$ cat config.mk
export PLATFORM = sky130hd
export DESIGN_NAME = accum_stage_flat
export DESIGN_NICKNAME = d
export VERILOG_FILES = /design/src/rtl/accum_stage_if.sv /design/src/rtl/accum_stage.sv /design/src/flat_wrapper.sv
export SDC_FILE = /design/constraint.sdc
export NUM_CORES = 1
export LEC_CHECK = 0
export ABC_AREA = 1
export BUFFER_PORTS_ARGS = -buffer_cell sky130_fd_sc_hd__buf_2
export CORE_UTILIZATION = 55
export CTS_CLUSTER_SIZE = 10
export DETAILED_ROUTE_END_ITERATION = 10
export GPL_TIMING_DRIVEN = 0
export HOLD_SLACK_MARGIN = 0.15
export PLACE_DENSITY = 0.86
export SETUP_SLACK_MARGIN = 0.02
export SLEW_MARGIN = 20
export SYNTH_ARGS = -nofsm -noshare
export SYNTH_HDL_FRONTEND = slang
export SYNTH_SLANG_ARGS = --single-unit
$ cat constraint.sdc
create_clock -name clk -period 3.3 [get_ports clk]
set_clock_uncertainty 0.1 [all_clocks]
set_input_delay 0.495 -clock clk [delete_from_list [all_inputs] [get_ports clk]]
set_output_delay 0.495 -clock clk [all_outputs]
set_load 0.05 [all_outputs]
$ cat src/rtl/accum_stage_if.sv
// Stream, adder and result signals between accum_stage and its neighbours.
// The slave view belongs to accum_stage; the master view is its environment.
interface accum_stage_if #(
  parameter int N       = 4,
  parameter int COUNT_W = 8
);
  logic               in_valid;
  logic               in_ready;
  logic [N-1:0]       in_data;
  logic               in_last;

  logic [N-1:0]       add_a;
  logic [N-1:0]       add_b;
  logic [N-1:0]       add_sum;
  logic               add_carry;
  logic               add_overflow;
  logic               add_parity;
  logic               add_zero;
  logic               add_sign;

  logic               out_valid;
  logic               out_ready;
  logic [N-1:0]       out_sum;
  logic               out_carry;
  logic               out_overflow;
  logic               out_zero;
  logic               out_sign;
  logic               out_parity;
  logic [COUNT_W-1:0] out_count;

  modport slave (
    input  in_valid, in_data, in_last,
    input  add_sum, add_carry, add_overflow,
    input  add_parity, add_zero, add_sign,
    input  out_ready,
    output in_ready, add_a, add_b,
    output out_valid, out_sum, out_carry,
    output out_overflow, out_zero, out_sign,
    output out_parity, out_count
  );

  modport master (
    output in_valid, in_data, in_last,
    output add_sum, add_carry, add_overflow,
    output add_parity, add_zero, add_sign,
    output out_ready,
    input  in_ready, add_a, add_b,
    input  out_valid, out_sum, out_carry,
    input  out_overflow, out_zero, out_sign,
    input  out_parity, out_count
  );
endinterface

$ cat src/rtl/accum_stage.sv
// Burst accumulator around an external combinational flag adder.
// Holds one registered result with sticky carry/overflow until taken.
module accum_stage #(
  parameter int N       = 4,
  parameter int COUNT_W = 8
) (
  input  logic         clk,
  input  logic         rst,
  accum_stage_if.slave bus
);

  typedef enum logic [1:0] {
    IDLE  = 2'd0,
    ACCUM = 2'd1,
    DONE  = 2'd2
  } state_t;

  state_t             state_q;
  logic [N-1:0]       acc_q;
  logic               carry_q;
  logic               ovf_q;
  logic [COUNT_W-1:0] cnt_q;

  logic               out_valid_q;
  logic [N-1:0]       out_sum_q;
  logic               out_carry_q;
  logic               out_ovf_q;
  logic               out_zero_q;
  logic               out_sign_q;
  logic               out_parity_q;
  logic [COUNT_W-1:0] out_count_q;

  logic               xfer;
  logic               pop;
  logic               carry_d;
  logic               ovf_d;
  logic [COUNT_W-1:0] cnt_d;

  assign bus.in_ready = !rst && (state_q != DONE);
  assign xfer = bus.in_valid && bus.in_ready;
  assign pop  = out_valid_q && bus.out_ready;

  assign carry_d = carry_q | bus.add_carry;
  assign ovf_d   = ovf_q | bus.add_overflow;
  assign cnt_d   = (&cnt_q) ? cnt_q : cnt_q + 1'b1;

  // acc_q is zero in IDLE, so the first operand lands unchanged
  assign bus.add_a = acc_q;
  assign bus.add_b = bus.in_data;

  assign bus.out_valid    = out_valid_q;
  assign bus.out_sum      = out_sum_q;
  assign bus.out_carry    = out_carry_q;
  assign bus.out_overflow = out_ovf_q;
  assign bus.out_zero     = out_zero_q;
  assign bus.out_sign     = out_sign_q;
  assign bus.out_parity   = out_parity_q;
  assign bus.out_count    = out_count_q;

  always_ff @(posedge clk or posedge rst) begin
    if (rst) begin
      state_q      <= IDLE;
      acc_q        <= '0;
      carry_q      <= 1'b0;
      ovf_q        <= 1'b0;
      cnt_q        <= '0;
      out_valid_q  <= 1'b0;
      out_sum_q    <= '0;
      out_carry_q  <= 1'b0;
      out_ovf_q    <= 1'b0;
      out_zero_q   <= 1'b0;
      out_sign_q   <= 1'b0;
      out_parity_q <= 1'b0;
      out_count_q  <= '0;
    end else begin
      unique case (state_q)
        IDLE, ACCUM: begin
          if (xfer) begin
            acc_q   <= bus.add_sum;
            carry_q <= carry_d;
            ovf_q   <= ovf_d;
            cnt_q   <= cnt_d;
            if (bus.in_last) begin
              state_q      <= DONE;
              out_valid_q  <= 1'b1;
              out_sum_q    <= bus.add_sum;
              out_carry_q  <= carry_d;
              out_ovf_q    <= ovf_d;
              out_zero_q   <= bus.add_zero;
              out_sign_q   <= bus.add_sign;
              out_parity_q <= bus.add_parity;
              out_count_q  <= cnt_d;
            end else begin
              state_q <= ACCUM;
            end
          end
        end
        DONE: begin
          if (pop) begin
            state_q     <= IDLE;
            out_valid_q <= 1'b0;
            acc_q       <= '0;
            carry_q     <= 1'b0;
            ovf_q       <= 1'b0;
            cnt_q       <= '0;
          end
        end
        default: state_q <= IDLE;
      endcase
    end
  end

endmodule

$ cat src/flat_wrapper.sv
// flat-port wrapper written by rule: the top's interface ports become plain ports
module accum_stage_flat 
#(
  parameter int N       = 4,
  parameter int COUNT_W = 8
)
  (clk, rst, bus_in_valid, bus_in_data, bus_in_last, bus_add_sum, bus_add_carry, bus_add_overflow, bus_add_parity, bus_add_zero, bus_add_sign, bus_out_ready, bus_in_ready, bus_add_a, bus_add_b, bus_out_valid, bus_out_sum, bus_out_carry, bus_out_overflow, bus_out_zero, bus_out_sign, bus_out_parity, bus_out_count);
  accum_stage_if #(.N(N), .COUNT_W(COUNT_W)) bus_i ();
  input  logic clk;
  input  logic rst;
  input wire logic [$bits(bus_i.in_valid)-1:0] bus_in_valid;
  input wire logic [$bits(bus_i.in_data)-1:0] bus_in_data;
  input wire logic [$bits(bus_i.in_last)-1:0] bus_in_last;
  input wire logic [$bits(bus_i.add_sum)-1:0] bus_add_sum;
  input wire logic [$bits(bus_i.add_carry)-1:0] bus_add_carry;
  input wire logic [$bits(bus_i.add_overflow)-1:0] bus_add_overflow;
  input wire logic [$bits(bus_i.add_parity)-1:0] bus_add_parity;
  input wire logic [$bits(bus_i.add_zero)-1:0] bus_add_zero;
  input wire logic [$bits(bus_i.add_sign)-1:0] bus_add_sign;
  input wire logic [$bits(bus_i.out_ready)-1:0] bus_out_ready;
  output wire logic [$bits(bus_i.in_ready)-1:0] bus_in_ready;
  output wire logic [$bits(bus_i.add_a)-1:0] bus_add_a;
  output wire logic [$bits(bus_i.add_b)-1:0] bus_add_b;
  output wire logic [$bits(bus_i.out_valid)-1:0] bus_out_valid;
  output wire logic [$bits(bus_i.out_sum)-1:0] bus_out_sum;
  output wire logic [$bits(bus_i.out_carry)-1:0] bus_out_carry;
  output wire logic [$bits(bus_i.out_overflow)-1:0] bus_out_overflow;
  output wire logic [$bits(bus_i.out_zero)-1:0] bus_out_zero;
  output wire logic [$bits(bus_i.out_sign)-1:0] bus_out_sign;
  output wire logic [$bits(bus_i.out_parity)-1:0] bus_out_parity;
  output wire logic [$bits(bus_i.out_count)-1:0] bus_out_count;
  assign bus_i.in_valid = bus_in_valid;
  assign bus_i.in_data = bus_in_data;
  assign bus_i.in_last = bus_in_last;
  assign bus_i.add_sum = bus_add_sum;
  assign bus_i.add_carry = bus_add_carry;
  assign bus_i.add_overflow = bus_add_overflow;
  assign bus_i.add_parity = bus_add_parity;
  assign bus_i.add_zero = bus_add_zero;
  assign bus_i.add_sign = bus_add_sign;
  assign bus_i.out_ready = bus_out_ready;
  assign bus_in_ready = bus_i.in_ready;
  assign bus_add_a = bus_i.add_a;
  assign bus_add_b = bus_i.add_b;
  assign bus_out_valid = bus_i.out_valid;
  assign bus_out_sum = bus_i.out_sum;
  assign bus_out_carry = bus_i.out_carry;
  assign bus_out_overflow = bus_i.out_overflow;
  assign bus_out_zero = bus_i.out_zero;
  assign bus_out_sign = bus_i.out_sign;
  assign bus_out_parity = bus_i.out_parity;
  assign bus_out_count = bus_i.out_count;
  accum_stage #(.N(N), .COUNT_W(COUNT_W)) u_core (.clk(clk), .rst(rst), .bus(bus_i));
endmodule
# After elaboration in Yosys (flattened, before gate mapping)
# Cells that the tools add are included.
# word_totals
ff_bits	34
inputBits	18
out_inout_bits	27
elab_cells	53
# classes
addsub	1
n_eq_ne	6
n_mux	19
bitwise	2
n_reduce_logical	12
# ops
cell	count
8-bit two-way mux	3
8-bit one-hot mux with 2 select lines	1
8-bit by 1-bit adder with 8-bit output, second input constant	1
4-bit two-way mux	2
4-bit one-hot mux with 2 select lines	1
8-bit AND reduction	1
2-bit two-way mux	3
1-bit one-hot mux with 2 select lines	3
3-bit AND reduction	2
1-bit two-way mux	5
2-bit by 1-bit inequality test with 1-bit output, second input constant	2
2-bit inequality test, second input constant	2
2-bit one-hot mux with 2 select lines	1
4-bit AND reduction	1
1-bit logical AND	3
2-bit by 1-bit equality test with 1-bit output, second input constant	1
2-bit equality test, second input constant	1
2-bit zero test	1
1-bit OR	2
2-bit AND reduction	1
2-bit nonzero test	1
2-bit OR reduction	1
1-bit zero test	1

# Depth between registers and ports, before layout
# Gate-level depths: netlist of run 1.
# logic_depth
ltp_word	5
mapped_depth	8
mapped_depth_nobuf	7

# Worst setup path after synthesis of run 1
# No wires, ideal clock.
# synth_timing
path_kind	input -> register
from	input port rst
to	register u_core.out_carry_q, in the netlist u_core.bus.out_carry
setup_ps	121
arrival_time_ps	2003
required_time_ps	3079
slack_ps	1075
cell_stages	7
path_buffers	1
path_cell_list	inv_1 > nand3_2 > nor2_4 > inv_4 > buf_6 > nand2_2 > o21ai_2
# synth_via
elab_chain_cells	4
# synth_lines
element	line_no	text
from (decl)	flat_wrapper.sv:10	input logic rst;
1-bit zero test (no source line)	--	
1-bit logical AND	accum_stage.sv:39	assign bus.in_ready = !rst && (state_q != DONE);
1-bit logical AND	accum_stage.sv:40	assign xfer = bus.in_valid && bus.in_ready;
3-bit AND reduction (no source line)	--	
to (signal assigned)	accum_stage.sv:87	out_carry_q <= carry_d;
to (decl)	accum_stage.sv:26	logic out_carry_q;
# Every way passes these cells.
# A chain may end at the register's enable or synchronous reset.

# Worst setup path after layout of run 1
# layout_timing
from	register u_core.state_q[1]
to	output port bus_in_ready
# layout_via
elab_chain_cells	2
# layout_lines
element	line_no	text
from (decl)	accum_stage.sv:18	state_t state_q;
from (signal assigned)	accum_stage.sv:62	state_q <= IDLE;
from (signal assigned)	accum_stage.sv:84	state_q <= DONE;
from (signal assigned)	accum_stage.sv:94	state_q <= ACCUM;
2-bit inequality test	accum_stage.sv:39	
1-bit logical AND	accum_stage.sv:39	
to (decl)	flat_wrapper.sv:21	output wire logic [$bits(bus_i.in_ready)-1:0] bus_in_ready;
# Every way passes these cells.

==> results.ini, run 1 <==
[floorplan]
die_h_um = 57.4
start_util_pct = 59.6
die-area_sq_mm = 0.00329
die_w_um = 57.4
num_rows = 19
ioPinCount = 45
core-area_sq_mm = 0.00283

[cts]
cts_sinks = 34
clockBufferDepth = 2
clockRootBuffer = clkbuf_4
clk_latency_ns = 0.34
tritoncts = built
cts-buffers-inserted = 5
ctsHoldBuffers = 0
cts_resized = 0
clk_pin_slew_ns = 0.10
cts_setup_buffers = 0
h-tree-depth = 2

[drt]
vias_per_cell = 5.18
wl_per_cell_um = 11.8
drtPass1Iterations = 7
drc_errors = 4
drtIter0Drc = 56
postRouteAntennaNets = 0
via_count = 1470
wirelength_um = 3350

[global_routing]
grtUsageTotal_pct = 24.3
grt_pass1_vias = 1433
grt_max_degree = 37
grt_remaining_overflow = 0
grt_pass1_wl_um = 6070
antenna_found_initial = 0

[setup_path]
end_kind = primary output
ff2ff_setup_slack_ns = 1.77
worstSetupPathType = reg -> out
r2r_end = u_core.cnt_q[7]
reg2reg_depth = 7
crit_path_start = u_core.state_q[1]
worst-path-max-fanout = 5
crit_arrival_ns = 1.36
startpoint_type = flop
crit_end = bus_in_ready
r2r_start = u_core.cnt_q[0]
worst-endpoint-required_ns = 2.70

[sta]
setup_viol = 0
rsz0062_at_grt = false
slew_headroom_pct = 52.4
setup_tns_ns = 0
fin_crit_ns = 1.95
finalHoldViolCount = 0
holdWs_ns = 0.172
finalCritPeriodShare_pct = 59.2
tightest_slew_ns = 0.713
final-max-slew-violation-count = 0
clock.fmax_mhz = 512

[yosys]
synthesis.area_sq_mm = 0.00169
syn_nets = 225
yosys_register_bits = 34
synth.distinct_cells = 23
synth.avg_cell_area_sq_um = 8.18
synthCells = 206
seq_area_frac_synth_pct = 50.5
ys_warn_count = 0

[cells_and_area]
ff_latch_area_sq_um = 851
fin_util_pct = 69.7
design_area_sq_mm = 0.00197
multi_input_area_sq_um = 707
drive_gt1_share_pct = 33.6
nets = 272
nFillCells = 226
antenna-diode-count = 0
synthToLayoutAreaGrowth_pct = 17.0

[place]
gp_congestion = 0.810
place_hpwl_um = 2390
port-buffer-count = 40
placed_area_sq_mm = 0.00192

[worst_hold_path]
hp-class = in -> async

[outcome]
status = complete, but fails checks
violations = DRC

[pwr]
power_leakage_uw = 0.00113
p_total_uw = 1790
ir_drop_v = 0.000663
power_density_mw_per_mm2 = 909

[flow_run]
max-cap-violations = 0

## report_power, final
| group | switching (uW) | internal (uW) |
|---|---|---|
| clock | 135 | 76.5 |
| combinational | 685 | 234 |
| sequential | 105 | 557 |
| total | 926 | 867 |
## sequential cells by signal, summed over array words and instances, names as in the netlist, 2 cells and up
signal / cells
u_core.bus.add_a: 4
u_core.bus.out_count: 8
u_core.bus.out_sum: 4
u_core.cnt_q: 8
u_core.state_q: 2
## worst min-delay path by stage
| stage | startpoint | endpoint | slack (ns) | depth (start not counted) |
|---|---|---|---|---|
| 2_1_floorplan | u_core.carry_q | u_core.carry_q | 0.36 | 2 |
| 4_1_cts | rst | u_core.bus.out_sum[2] | 0.20 | 2 |
| 3_5_place_dp | u_core.bus.out_sum[3] | u_core.bus.out_sum[3] | 0.36 | 2 |
| 3_3_place_gp | u_core.bus.out_parity | u_core.bus.out_parity | 0.35 | 2 |
| 5_1_grt | rst | u_core.ovf_q | 0.23 | 2 |
| 6_report | rst | u_core.bus.out_count[1] | 0.17 | 2 |
## cell type report
type	count	share of cell area (%)
Sequential cell	34	43.1
Buffer	9	4.06
Inverter	12	2.41
Timing Repair Buffer	40	10.2
Tap cell	31	1.97
Clock buffer	5	1.90
Multi-Input combinational cell	151	35.9
Clock inverter	2	0.508
## layer usage
layer | GRT usage, % | vias up | wire length, um | share of wire, %
li1 | - | 734 | - | -
met1 | 30.1 | 686 | 1510 | 45
met2 | 40.5 | 41 | 1600 | 48
met3 | 5.90 | 9 | 165 | 4.9
met4 | 10.8 | 0 | 70 | 2.1
met5 | 0 | - | 0 | 0
## Yosys cell counts, drive strengths merged
| library cell | n | area share, % |
|---|---|---|
| o21ai | 6 | 2.2 |
| nand3b | 1 | 0.45 |
| nand4 | 3 | 1.1 |
| nand3 | 17 | 6.1 |
| dfrtp | 34 | 50 |
| inv | 12 | 2.8 |
| or2 | 3 | 1.1 |
| a21oi | 1 | 0.30 |
| nand2 | 107 | 26 |
| buf | 9 | 4.8 |
| ha | 1 | 0.74 |
| nor2 | 12 | 3.7 |
## placed cells by master (no fill, tap or decap), types with 3 or more instances in the layout
cell type	synthesis	final
inv_1	8	7
nand3_1	15	15
dfrtp_1	34	34
buf_2	1	41
nand2_2	16	16
clkbuf_4	0	5
o21ai_0	4	4
buf_6	4	4
nand4_1	3	3
nor2_1	9	9
inv_2	3	4
buf_4	4	4
nand2_1	91	91
## critical path, cell delays in order, from the launching register on
cell	delay [ns]
dfrtp_1	0.43
inv_2	0.13
nor2_4	0.06
nor2_1	0.12
buf_2	0.28
## logic make-up after synthesis
logic type / Yosys count / share of synthesized area [%]
AND/OR/NAND/NOR: 143 / 38.7
flip-flops: 34 / 50.5
buffers and inverters: 21 / 7.57
AO/OA/AOI/OAI: 7 / 2.52
adder cells (fa/ha/maj): 1 / 0.742
## through the flow
step | instances | setup WS, ns
floorplan | 206 | 1.08
CTS | 284 | 1.35
global placement | 277 | 0.584
finish | 284 | 1.35
detailed placement | 277 | 1.06
global route | 284 | 1.27
No activity file was read; power rests on OpenSTA's default activity.
==> inputs of run 2 (changes only) <==
- ABC_AREA: 1 -> 0
- CORE_UTILIZATION: 55 -> 51
- PLACE_DENSITY: 0.86 -> 0.81
- clock period: 3.3 -> 1.81 ns (I/O delays scaled with it)
==> run 2 against run 1 <==
The run now ends clean. Synthesized cell count fell by 20%. Non-clock buffer count increased by 18. Global-route usage fell by 1.1 points. Combinational power up 22%. Sequential power grew 75%. Wire length rose by 9.0%. Worst setup slack lost 1.3 ns. Final area grew 6.3%. Clock-buffer cell count grew 2. Largest cell class unchanged. Largest power group is now registers. Highest routed layer unchanged.
==> results.ini, run 2 <==
[outcome]
status = finished, final reports clean

[floorplan]
die-area_sq_mm = 0.00342
num_rows = 20
ioPinCount = 45
die_w_um = 58.5
die_h_um = 58.5
core-area_sq_mm = 0.00303
start_util_pct = 53.7

[global_routing]
antenna_found_initial = 0
grt_max_degree = 35
grt_pass1_wl_um = 5800
grt_pass1_vias = 1284
grt_remaining_overflow = 0
grtUsageTotal_pct = 23.2

[setup_path]
critPathMaxStageDelay_ns = 0.53
path_delay_family = buffers and inverters
crit_slowest_cell = dlygate4sd3_1
end_kind = primary output
cp_common_cell = buf_2
worstSetupPathType = in -> out
crit_arrival_ns = 1.37
cp.buffers_inverters = 3
startpoint_type = input port
path_cells = dlygate4sd3_1, buf_2, a21oi_1, buf_2
worst-path-max-fanout = 4
worst-endpoint-required_ns = 1.44

[cells_and_area]
antenna-diode-count = 0
layout_commonest_cell = buf_2
final_cell_mix = buf_2, nand2_1, dfrtp_1
synthToLayoutAreaGrowth_pct = 28.9
nets = 242
final_cells = 268
fin_util_pct = 69.3
drive_gt1_share_pct = 33.0

[yosys]
ys_warn_count = 0
synthCells = 164
synth.distinct_cells = 37
yosysMostFrequentCell = nand2_1
seq_area_frac_synth_pct = 52.3
synth_common_cells = nand2_1, dfrtp_1, a21oi_1, nor2_1
synthesis.area_sq_mm = 0.00163
yosys_register_bits = 34
yosysTopAreaCell = dfrtp_1
syn_nets = 183
synthTopCellsByArea = dfrtp_1, nand2_1, a21oi_1
synth_flop_cell = dfrtp_1
synthArstFlopShare_pct = 100
synth-edff-count = 0
yosysTopAreaCellShare_pct = 52.3
synth.avg_cell_area_sq_um = 9.92

[sta]
finalCritPeriodShare_pct = 96.3
holdWs_ns = 0.263
final-max-slew-violation-count = 0
setup_viol = 0
slew_headroom_pct = 53.0
fin_crit_ns = 1.74
setup_tns_ns = 0
tightest_slew_ns = 0.704
clock.fmax_mhz = 574
finalHoldViolCount = 0
rsz0062_at_grt = true

[cts]
h-tree-depth = 2
clk_latency_ns = 0.34
cts_sinks = 34
clockRootBuffer = clkbuf_4
clockBufferDepth = 2
clk_pin_slew_ns = 0.11
cts-buffers-inserted = 5
tritoncts = built
cts_setup_buffers = 0

[flow_run]
max-cap-violations = 0

[drt]
drtIter0Drc = 39
postRouteAntennaNets = 0
wl_per_cell_um = 13.6
drtPass1Iterations = 4
vias_per_cell = 5.24
drc_errors = 0
wirelength_um = 3660
via_count = 1404

[worst_hold_path]
hp-class = in -> reg

[pwr]
p_total_uw = 2730
power_density_mw_per_mm2 = 1300
power_leakage_uw = 0.00104
ir_drop_v = 0.000890

[place]
gp_congestion = 0.821
dp.cells = 248
place_hpwl_um = 2400
port-buffer-count = 40

==> run 2: cell types whose count changed in the layout (fill, tap and decap cells not counted), moves of 4 or more <==
cell           delta
nand2_1          -51
nand2_2          -16
dlygate4sd3_1    +12
nand3_1          -12
a21oi_1           +9
a22o_1            +4
a31oi_1           +4
inv_1             -4
==> run 2: layout make-up <==
type	instances	area, sq um
sequential	34	853
fill	239	931
multi-input combinational	111	681
clock buffer	7	55.1
inverter	4	15.0
clock inverter	1	5.00
timing repair buffer	52	320
buffer	15	113
tap	44	55.1
==> run 2: path summary, 6_finish.rpt <==
check / start / endpoint / slack, ns / cells past startpoint
min in group asynchronous: rst / u_core.bus.out_sum[0] / 0.54 / 3
max in group asynchronous: rst / u_core.cnt_q[0] / 0.57 / 3
worst max register to register: u_core.cnt_q[0] / u_core.bus.out_count[1] / 0.10 / 6
worst min-delay path: bus_in_valid / u_core.state_q[0] / 0.26 / 3
worst min register to register: u_core.bus.out_count[4] / u_core.bus.out_count[4] / 0.38 / 2
worst max-delay path: rst / bus_in_ready / 0.07 / 4
==> run 2: logic make-up after synthesis <==
kind of cell	after synthesis	synth area share [%]
simple gates	68	21.3
fa+ha+maj	1	0.769
buf+inv	19	7.54
flops	34	52.3
xor+xnor	2	1.08
compound gates	38	15.8
mux	2	1.23
==> run 2: tightest hold or removal path: stages <==
cell and delay [ns]:
buf_2 0.10, nor2b_2 0.21, a211oi_1 0.10
==> run 2: timing repair <==
action / 4_1_cts / 5_1_grt
gates resized for setup: 2 / 7
hold endpoints to repair: 51 / 0
endpoints found under the setup margin: 4 / 16
hold buffers: 12 / 0
==> run 2: stage by stage <==
stage	cell area, sq um	setup WS (ns)
after floorplan	1630	0.104
after global placement	1880	-0.0133
after detailed placement	1880	-0.0387
after CTS	2070	0.0340
after global routing	2100	0.00378
final	2100	0.0664
==> run 2: metal layers <==
metal / part of all wire (%) / wire, um / track usage, % / vias to the layer above
li1: - / - / - / 686
met1: 45 / 1640 / 28.4 / 664
met2: 49 / 1780 / 38.6 / 45
met3: 4.8 / 176 / 7.69 / 9
met4: 1.6 / 57 / 8.16 / 0
met5: 0 / 0 / 0 / -
==> run 2: report_power, final <==
part / switching, uW / internal, uW / leakage (uW)
registers: 190 / 966 / 0.000425
logic: 793 / 331 / 0.000584
clock network: 258 / 188 / 0.0000353
total: 1240 / 1490 / 0.00104
==> inputs of run 3 (changes only) <==
- CORE_UTILIZATION: 51 -> 35
- PLACE_DENSITY: 0.81 -> 0.6
==> run 3 against run 2 <==
Worst hold slack lost 0.058 ns. Worst setup slack gained 0.059 ns. Via count shrank 1.6%. Sequential share of layout area shrank 0.69 points. Clock power grew 30%. Clock-buffer cell count is the same. Register-to-register slack gained 0.03 ns. Final area grew 1.7%. Fmax grew 3.5%.
==> results.ini, run 3 (same netlist as run 2, synthesis figures left out) <==
[outcome]
status = finished, final reports clean

[drt]
wirelength_um = 3710
route.met2.wl_um = 1760
drtIter0Drc = 43
top_layer = met4
via_count = 1381
dr_wl_met3_um = 206
postRouteAntennaNets = 0
wl_per_cell_um = 13.3
drt-met1-wl_um = 1680
drtPass1Iterations = 4
vias_per_cell = 4.97
drc_errors = 0

[floorplan]
die_h_um = 70.2
start_util_pct = 36.8
core-area_sq_mm = 0.00441
die-area_sq_mm = 0.00492
num_rows = 24
ioPinCount = 45
die_w_um = 70.2

[cells_and_area]
antenna-diode-count = 0
fin_util_pct = 48.3
layout_commonest_cell = buf_2
synthToLayoutAreaGrowth_pct = 31.2
drive_gt1_share_pct = 33.6
nets = 244
final_cell_mix = buf_2, nand2_1, dfrtp_1

[sta]
setup_tns_ns = 0
fin_ws_ns = 0.126
slew_headroom_pct = 53.4
final-max-slew-violation-count = 0
clock.fmax_mhz = 594
setup_viol = 0
fin_crit_ns = 1.68
finalCritPeriodShare_pct = 93.1
tightest_slew_ns = 0.698
rsz0062_at_grt = false
finalHoldViolCount = 0

[setup_path]
critPathMaxStageDelay_ns = 0.46
end_kind = flop
crit_arrival_ns = 1.76
crit_slowest_cell = dfrtp_2
path_cells = ha_4, and3_1, buf_2, nand3_1, nor3b_2, a211oi_1
worst-path-max-fanout = 8
ff2ff_setup_slack_ns = 0.13
worstSetupPathType = reg -> reg
startpoint_type = flop
worst-endpoint-required_ns = 1.88

[pwr]
power_density_mw_per_mm2 = 1350
p_int_uw = 1620
power_frac_comb_pct = 40.2
switching_share_pct = 43.5
pwr-share-seq_pct = 39.6
power_leakage_uw = 0.00107
ir_drop_v = 0.000697
p_sw_uw = 1250
p_clk_share_pct = 20.2

[cts]
tritoncts = built
clk_latency_ns = 0.29
cts-buffers-inserted = 5
clockRootBuffer = clkbuf_8
clk_pin_slew_ns = 0.07
cts_sinks = 34
clockBufferDepth = 2
h-tree-depth = 2

[global_routing]
grtUsageTotal_pct = 16.2
grt_remaining_overflow = 0
grt_pass1_vias = 1295
antenna_found_initial = 0
grt_pass1_wl_um = 6150
grt_max_degree = 35

[place]
port-buffer-count = 40
dp_slack_ns = -0.0689
gp_congestion = 0.729
place_hpwl_um = 2410

[flow_run]
max-cap-violations = 0

[worst_hold_path]
hp-class = in -> reg

-- run 3: worst max-delay path, delay by kind of cell (launching register included) --
family,cells,cell delay [ns]
and+or+nand+nor,3,0.51
DFF,1,0.46
adders and majority gates,1,0.21
buffers and inverters,1,0.19
AOI/OAI and AO/OA,1,0.10
-- run 3: layout make-up --
class                   count  area, sq um
multi-input cells         111          668
flip-flops and latches     34          853
repair buffers             54          333
well taps                  52         65.1
plain buffers              15          108
clock inverters             1         5.00
inverters                   4         15.0
fillers                   418         2280
clock buffers               7         86.3
-- run 3: worst paths after layout --
| kind | depth (start not counted) | endpoint | start |
|---|---|---|---|
| worst max-delay path | 6 | u_core.cnt_q[6] | u_core.cnt_q[1] |
| worst min-delay path | 3 | u_core.state_q[1] | bus_out_ready |
| worst max register to register | 6 | u_core.cnt_q[6] | u_core.cnt_q[1] |
| worst min register to register | 2 | u_core.bus.out_carry | u_core.bus.out_carry |
| max in group asynchronous | 3 | u_core.cnt_q[0] | rst |
| min in group asynchronous | 3 | u_core.state_q[0] | rst |
-- run 3: per-stage QoR --
stage,instances,cell area (sq um),hold slack (ns),power (uW)
floorplan,164,1630,0.262,1970
global placement,256,1890,0.347,2220
detailed placement,256,1890,0.350,2230
CTS,275,2110,0.203,2860
global route,278,2130,0.207,3050
finish,278,2130,0.204,2870
-- run 3: power groups by stage --
stage / Sequential [uW] / Clock (uW) / Combinational (uW)
final: 1140 / 581 / 1150
after global routing: 1170 / 626 / 1250
after CTS: 1140 / 598 / 1120
after detailed placement: 1140 / 0 / 1090
after global placement: 1140 / 0 / 1070
after floorplan: 1600 / 0 / 374
-- run 3: what timing repair did --
action / CTS / global route
hold buffers: 11 / 0
setup endpoints to repair: 4 / 4
endpoints found under the hold margin: 50 / 0
gates resized for setup: 3 / 2
buffers inserted: 0 / 3
-- run 3: layer usage --
| metal | global-route usage, % | up-vias |
|---|---|---|
| li1 | - | 684 |
| met4 | 6.00 | 0 |
| met1 | 20.0 | 647 |
| met3 | 4.91 | 6 |
| met5 | 0 | - |
| met2 | 26.7 | 44 |
